<file path="src/rtl/controller_poller.sv">
// controller_poller: drives the shared latch/clock lines of up to NUM_PADS
// serial gamepads, runs timer-driven or on-demand read cycles and publishes a
// coherent per-pad button snapshot together with newly-pressed edges.
module controller_poller #(
    parameter int NUM_PADS    = 2,
    parameter int HALF_BIT    = 6,
    parameter int POLL_PERIOD = 50000
) (
    input  logic                    clk,
    input  logic                    rst,
    input  logic [NUM_PADS-1:0]     pad_data,
    output logic                    pad_latch,
    output logic                    pad_clk,
    input  logic                    poll_enable,
    input  logic                    poll_now,
    output logic [12*NUM_PADS-1:0]  btns,
    output logic [12*NUM_PADS-1:0]  pressed,
    output logic [NUM_PADS-1:0]     present,
    output logic                    sample_valid,
    output logic                    busy
);

    typedef enum logic [2:0] {
        IDLE   = 3'd0,
        LATCH  = 3'd1,
        GAP    = 3'd2,
        BIT_LO = 3'd3,
        BIT_HI = 3'd4,
        DONE   = 3'd5
    } state_t;

    localparam int          CW       = $clog2(2 * HALF_BIT) + 1;
    localparam logic [CW-1:0] LAT_LAST = CW'(2 * HALF_BIT - 1);
    localparam logic [CW-1:0] HB_LAST  = CW'(HALF_BIT - 1);
    localparam logic [31:0] RELOAD   = 32'(POLL_PERIOD - 1);

    state_t               state;
    state_t               next_state;
    logic [CW-1:0]        phase_cnt;
    logic [3:0]           bit_idx;
    logic [31:0]          timer;
    logic                 pending;
    logic [15:0]          raw [NUM_PADS];

    logic                 phase_end;
    logic                 expiry;
    logic                 trigger;
    logic                 latch_d;
    logic                 clk_d;
    logic                 busy_d;
    logic [NUM_PADS-1:0]  present_d;
    logic [12*NUM_PADS-1:0] new_bits;

    assign expiry  = poll_enable && (timer == 32'd0);
    assign trigger = poll_now || pending || expiry;

    // Flag the last cycle of the current state's phase.
    always_comb begin
        phase_end = 1'b0;
        case (state)
            LATCH:               phase_end = (phase_cnt == LAT_LAST);
            GAP, BIT_LO, BIT_HI: phase_end = (phase_cnt == HB_LAST);
            DONE:                phase_end = 1'b1;
            default:             phase_end = 1'b0;
        endcase
    end

    // Next-state logic for the read-cycle sequencer.
    always_comb begin
        next_state = state;
        case (state)
            IDLE: begin
                if (trigger) next_state = LATCH;
                else         next_state = IDLE;
            end
            LATCH: begin
                if (phase_end) next_state = GAP;
                else           next_state = LATCH;
            end
            GAP: begin
                if (phase_end) next_state = BIT_LO;
                else           next_state = GAP;
            end
            BIT_LO: begin
                if (phase_end) next_state = BIT_HI;
                else           next_state = BIT_LO;
            end
            BIT_HI: begin
                if (phase_end && (bit_idx == 4'd15)) next_state = DONE;
                else if (phase_end)                  next_state = BIT_LO;
                else                                 next_state = BIT_HI;
            end
            DONE:    next_state = IDLE;
            default: next_state = IDLE;
        endcase
    end

    // State register with phase counter and bit index.
    always_ff @(posedge clk) begin
        if (rst) begin
            state     <= IDLE;
            phase_cnt <= {CW{1'b0}};
            bit_idx   <= 4'd0;
        end else begin
            state <= next_state;
            if ((next_state != state) || (state == IDLE)) phase_cnt <= {CW{1'b0}};
            else                                          phase_cnt <= phase_cnt + CW'(1);
            if (state == LATCH)                    bit_idx <= 4'd0;
            else if ((state == BIT_HI) && phase_end) bit_idx <= bit_idx + 4'd1;
            else                                   bit_idx <= bit_idx;
        end
    end

    // Poll timer: counts while enabled, reloads on expiry or on a started poll.
    always_ff @(posedge clk) begin
        if (rst || !poll_enable)                    timer <= RELOAD;
        else if (expiry || ((state == IDLE) && trigger)) timer <= RELOAD;
        else                                        timer <= timer - 32'd1;
    end

    // Pending flag remembers one request that arrived while a poll was running.
    always_ff @(posedge clk) begin
        if (rst)                       pending <= 1'b0;
        else if (state == IDLE)        pending <= 1'b0;
        else if (poll_now || expiry)   pending <= 1'b1;
        else                           pending <= pending;
    end

    // Per-pad shift capture: cleared during latch, one bit per BIT_LO end.
    always_ff @(posedge clk) begin
        for (int p = 0; p < NUM_PADS; p++) begin
            if (rst || (state == LATCH))             raw[p] <= 16'h0000;
            else if ((state == BIT_LO) && phase_end) raw[p][bit_idx] <= ~pad_data[p];
            else                                     raw[p] <= raw[p];
        end
    end

    // Pin levels and busy are derived from the state being entered so the
    // registered outputs line up with the state itself.
    always_comb begin
        latch_d = (next_state == LATCH);
        clk_d   = (next_state == BIT_HI);
        busy_d  = (next_state != IDLE);
    end

    // Snapshot decode: a pad is present only if its ID nibble reads all zero.
    always_comb begin
        present_d = {NUM_PADS{1'b0}};
        new_bits  = {(12*NUM_PADS){1'b0}};
        for (int p = 0; p < NUM_PADS; p++) begin
            present_d[p] = (raw[p][15:12] == 4'b0000);
            if (present_d[p]) new_bits[12*p +: 12] = raw[p][11:0];
            else              new_bits[12*p +: 12] = 12'h000;
        end
    end

    // Registered outputs; the snapshot only changes in DONE.
    always_ff @(posedge clk) begin
        if (rst) begin
            pad_latch    <= 1'b0;
            pad_clk      <= 1'b0;
            busy         <= 1'b0;
            sample_valid <= 1'b0;
            btns         <= {(12*NUM_PADS){1'b0}};
            pressed      <= {(12*NUM_PADS){1'b0}};
            present      <= {NUM_PADS{1'b0}};
        end else begin
            pad_latch    <= latch_d;
            pad_clk      <= clk_d;
            busy         <= busy_d;
            sample_valid <= (state == DONE);
            if (state == DONE) begin
                btns    <= new_bits;
                pressed <= new_bits & ~btns;
                present <= present_d;
            end else begin
                btns    <= btns;
                pressed <= pressed;
                present <= present;
            end
        end
    end

endmodule

</file>
<file path="config.mk">
export PLATFORM = sky130hd
export DESIGN_NAME = controller_poller
export DESIGN_NICKNAME = d
export VERILOG_FILES = /design/src/rtl/controller_poller.sv
export SDC_FILE = /design/constraint.sdc
export NUM_CORES = 1
export LEC_CHECK = 0
export BUFFER_PORTS_ARGS = -buffer_cell sky130_fd_sc_hd__buf_2
export CAP_MARGIN = 20
export CORE_UTILIZATION = 32
export CTS_BUF_LIST = sky130_fd_sc_hd__clkbuf_4 sky130_fd_sc_hd__clkbuf_8 sky130_fd_sc_hd__clkbuf_16
export DETAILED_ROUTE_END_ITERATION = 12
export GPL_TIMING_DRIVEN = 0
export SLEW_MARGIN = 40
export SYNTH_ARGS = -nofsm -noshare
export SYNTH_HDL_FRONTEND = slang
export SYNTH_SLANG_ARGS = --single-unit
</file>
<file path="constraint.sdc">
create_clock -name clk -period 3.2 [get_ports clk]
set_input_delay 0.48 -clock clk [delete_from_list [all_inputs] [get_ports clk]]
set_output_delay 0.48 -clock clk [all_outputs]
set_load 0.01 [all_outputs]
</file>
# ---- Word-level counts from Yosys, hierarchy flattened
# Memory sizes are Yosys's and may differ from the RTL's.
# Cells that the tools add are included.
dict set report classes {
  n_mux 84
  magnitude_cmp 2
  n_addsub 3
  n_eq_ne 11
  n_bitwise 68
  reduce_logical 24
}
# op n
set ops {}
lappend ops {{$mux W1} 74}
lappend ops {{$or A1 B1 Y1} 64}
lappend ops {{$logic_not A32 Y1} 1}
lappend ops {{$sub A32 B1 Y32 const B} 1}
lappend ops {{$and A24 B24 Y24} 1}
lappend ops {{$mux W12} 2}
lappend ops {{$not A24 Y24} 1}
lappend ops {{$mux W16} 1}
lappend ops {{$pmux W3 S5} 1}
lappend ops {{$eq A3 B3 Y1 const B} 3}
lappend ops {{$mux W3} 3}
lappend ops {{$logic_not A4 Y1} 2}
lappend ops {{$reduce_or A2 Y1} 4}
lappend ops {{$logic_or A1 B1 Y1} 7}
lappend ops {{$eq A3 B1 Y1 const B} 2}
lappend ops {{$eq A3 B2 Y1 const B} 2}
lappend ops {{$logic_and A1 B1 Y1} 6}
lappend ops {{$add A5 B1 Y5 const B} 1}
lappend ops {{$eq A5 B3 Y1 const B} 1}
lappend ops {{$eq A5 B4 Y1 const B} 1}
lappend ops {{$lt A4 B5 Y1 const B} 1}
lappend ops {{$add A4 B1 Y4 const B} 1}
lappend ops {{$demux W1 S4} 1}
lappend ops {{$eq A4 B4 Y1 const B} 1}
lappend ops {{other kinds (9)} 10}
dict set report totals {
  inputBits 6
  elab_cells 205
  ram_bits 32
  output_inout_bits 54
  reg_bits 99
  mem_count 1
}
# name depth width read_ports rd_clocked_by_memory_dff write_ports line_no
set mem_list {}
lappend mem_list {raw 2 16 2 0 2 43} ;# logic [15:0] raw [NUM_PADS];

# ---- Longest topological paths before layout
dict set report logic_depth {
  depth_word 9
  ltp_mapped 8
  depth_no_buf 7
}

# ---- Worst setup path before layout
# Ideal clock, no wire load.
dict set report synth_timing {
  path_type {flip-flop to flip-flop}
  start {reg timer[26]}
  end {reg timer[31]}
  setup_ns 0.070
  t_required_ns 3.130
  n_path_buf 1
  path_slack_ns 0.947
  synth_period_minus_slack_ns 2.253
  arrival_ns 2.183
  path_stages_with_launch 7
  cell_sequence {dfxtp_1 or4_1 or4_1 buf_2 or3_1 or3_1 a21oi_1}
}
dict set report synth_via {
  elab_chain_len 6
  elab_cells_between_ends 7
  classes_between {add/sub (1); reduce/logical (6)}
}
# element line_no
set synth_rtl {}
lappend synth_rtl {{start: declaration} 41} ;# logic [31:0] timer;
lappend synth_rtl {{start signal: assignment} 118} ;# else timer <= timer - 32'd1;
lappend synth_rtl {{branches (longest 6 deep; another with $sub A32 B1 Y32)} -}
# Several ways; the timed one is not identified.
# A chain may end at the register's enable or synchronous reset.

# ---- Final worst setup path
dict set report layout_timing {
  start {reg timer[26]}
  end {reg timer[7]}
}
dict set report layout_via {
  elab_chain_len 6
}
# element line_no
set layout_rtl {}
lappend layout_rtl {{$logic_not A32 Y1 *} 54} ;# assign expiry = poll_enable && (timer == 32'd0);
lappend layout_rtl {{$logic_and A1 B1 Y1 *} 54}
lappend layout_rtl {{$logic_or A1 B1 Y1} 55} ;# assign trigger = poll_now || pending || expiry;
lappend layout_rtl {{$logic_and A1 B1 Y1} 117} ;# else if (expiry || ((state == IDLE) && trigger)) timer <= RELOAD;
lappend layout_rtl {{$logic_or A1 B1 Y1 *} 117}
lappend layout_rtl {{$reduce_or A2 Y1 (no line) *} -}
# Every way passes the cells marked *; elsewhere a longest branch is shown, timed or not.

==> run_results.csv <==
group,metric,value,unit
clock_network,clk_latency,0.41,ns
routing,detail-route-antenna-nets,0,
critical_path,rrSetupSlack,0.68,ns
synthesis,avgSynthCellArea,9.05,um^2
synthesis,synth_largest_area_cell,"dfxtp_1",
critical_path,r2r-end,"timer[7]",
critical_path,slowest_delay,0.52,ns
routing,drtIter0Drc,267,
critical_path,critPathSlowestCell,"or4_1",
routing,vias,4551,
placement,io_buffers,58,
die,dieHeight,133,um
placement,place_ws,0.496,ns
timing,fin_crit_sh,78.6,%
clock_network,cts_tree,"done",
power_and_ir_drop,total_power,3.63,mW
synthesis,yosysSeqAreaShare,53.5,%
synthesis,synth_top_area_share,36.0,%
worst_hold_path,hold_path_depth,2,
timing,rsz0062_at_grt,"no",
synthesis,synth_cells,608,
timing,worst_slew_pin_slew,0.618,ns
layout,nFillCells,1689,
clock_network,cts_inserted_buffers,17,
critical_path,arrival,2.82,ns
clock_network,clk_pin_slew,0.06,ns
global_route,grt.total_usage,15.3,%
routing,route.met3.wl,737,um
layout,layout.nets,697,
synthesis,ys.flop_type,"dfxtp_1",
synthesis,syn_area,0.00550,mm^2
worst_hold_path,min_to,"state[2]",
die,die_area,0.0177,mm^2
layout,layout_commonest_cell,"nor2_1",
run_status,run_status,"complete, no violations",
worst_hold_path,hold_path_class,"in -> reg",
global_route,antenna_found_initial,0,
die,start_util,32.9,%
timing,period_minus_slack,2.52,ns
synthesis,synth_fp_nets,620,
clock_network,cts_root_buf,"clkbuf_16",
clock_network,htreeDepth,4,
die,die_w,133,um
global_route,grt_max_degree,17,
timing,setup_ws,0.684,ns
clock_network,cts.sinks,131,
global_route,grt_pass1_vias,4322,
die,rows,47,
global_route,grt_pass1_wl,21500,um
critical_path,rr_worst_depth,7,
layout,area_growth,20.2,%
placement,dpl.hpwl,9100,um
critical_path,crit_path_end_kind,"flop",
flow_run,maxCapViolCount,0,
critical_path,cp.buffers_inverters,2,
clock_network,hold_buffers,0,
timing,relSlewSlack,58.7,%
timing,drv_slew,0,
routing,drc,0,
critical_path,crit_family,"simple AND/OR/NAND/NOR gates",
critical_path,crit_path_start_kind,"flop",
critical_path,cp_cell_sequence,"or4_1, or4_1, buf_2, nor4_1, or2_2, buf_2, nor2_1",
synthesis,yosysWarningCount,0,
routing,route.met2.wl,5850,um
clock_network,cts_buffer_depth,2,
routing,via_per_inst,4.96,
synthesis,yosys-top-cells-area,"dfxtp_1, edfxtp_1, nor2_1",
layout,final_cell_mix,"nor2_1, dfxtp_1, nand2_1",
layout,layout.cells.non_filler,918,
timing,setup_tns,0,ns
timing,setup_viol,0,
synthesis,ys_seq_elements,131,
routing,top_layer_used,"met4",
timing,fmax,397,MHz
layout,diodes,0,
power_and_ir_drop,leakagePower,2.48,nW
critical_path,r2r-start,"timer[26]",
die,core,0.0167,mm^2
placement,gp_congestion,0.825,
power_and_ir_drop,peakVddDrop,0.343,mV
power_and_ir_drop,power.density,549,mW/mm^2
routing,wl_met1,6140,um
routing,routed_wl,12900,um
synthesis,synth-edff-count,32,
die,io_pins,60,
timing,hold_viol,0,
routing,dr.pass1.iters,4,
clock_network,cts_setup_buffers,0,
clock_network,post_cts_resize_count,0,
critical_path,critPathKind,"reg -> reg",
synthesis,synthArstFlopShare,0,%
worst_hold_path,min_from,"rst",
layout,drive_gt1_share,14.9,%
critical_path,cp.required,3.50,ns
layout,fin_util,39.6,%
routing,routedWlPerCell,14.1,um
global_route,grt_overflow,0,
critical_path,critPathMaxFanout,10,
synthesis,ys_types,48,
placement,dpl.cell_count,886,
timing,skew,0.00651,ns
routing by layer:
metal	vias to the layer above	GRT usage [%]
met5	-	0
met4	0	5.30
met3	15	3.65
met2	119	24.1
met1	2136	20.5
li1	2281	-
cells by family (layout without fill, tap and decap cells):
kind of cell             count (synthesis)  in the layout  synth area share [%]
flip-flops                             131            131                  53.5
adder cells (fa/ha/maj)                  6              6                  1.36
multiplexers                             3              3                 0.546
buffers and inverters                   63            153                  4.37
AND/OR/NAND/NOR                        279            279                  23.2
XOR/XNOR                                29             29                  4.62
AO/OA/AOI/OAI                           97             97                  12.4
state kept, by name (all words and copies together) (netlist names), 2 cells and up:
signal	count
phase_cnt	5
bit_idx	4
state	3
btns	24
timer	32
present	2
pressed	24
raw	32
stage by stage:
stage,hold slack (ns),cell area (um^2)
2_1_floorplan,0.393,5500
3_3_place_gp,0.413,6070
3_5_place_dp,0.420,6070
4_1_cts,0.327,6610
5_1_grt,0.345,6610
6_report,0.351,6610
cells in the mapped netlist, types with 4 or more instances:
cell	n
nand2b_1	5
edfxtp_1	32
or3_1	8
o21ai_0	8
dfxtp_1	99
a21oi_1	28
inv_1	31
nor4_1	12
or4_1	5
and2_1	7
a22oi_1	22
a32oi_1	22
nor2_1	106
xor2_1	16
ha_1	6
xnor2_1	13
nand4_1	4
or2_2	6
clkbuf_1	27
nand2_1	79
nor3_1	17
nand3_1	12
nand3b_1	4
final cells by class:
cell class                 instances  area [um^2]  share of cell area (%)
multi-input combinational        414         2330                    35.2
inverter                          31          116                    1.76
timing repair buffer              58          290                    4.39
tap                              220          275                    4.16
buffer                            32          124                    1.87
clock inverter                    14          100                    1.51
sequential                       131         2940                    44.5
clock buffer                      18          433                    6.55
how the worst max path moves through the flow:
stage / start / to / slack (ns) / cells after the start
after CTS: timer[0] / timer[7] / 0.45 / 8
final: timer[26] / timer[7] / 0.68 / 7
after global routing: timer[5] / timer[17] / 0.42 / 6
after floorplan: timer[26] / timer[31] / 0.95 / 6
after global placement: timer[0] / timer[17] / 0.50 / 8
after detailed placement: timer[0] / timer[7] / 0.50 / 8
where the power goes:
group	internal (mW)	switching, mW
logic	0.0294	0.0806
clock network	1.01	0.757
registers	1.73	0.0202
total	2.77	0.858
No activity file was read; power rests on OpenSTA's default activity.
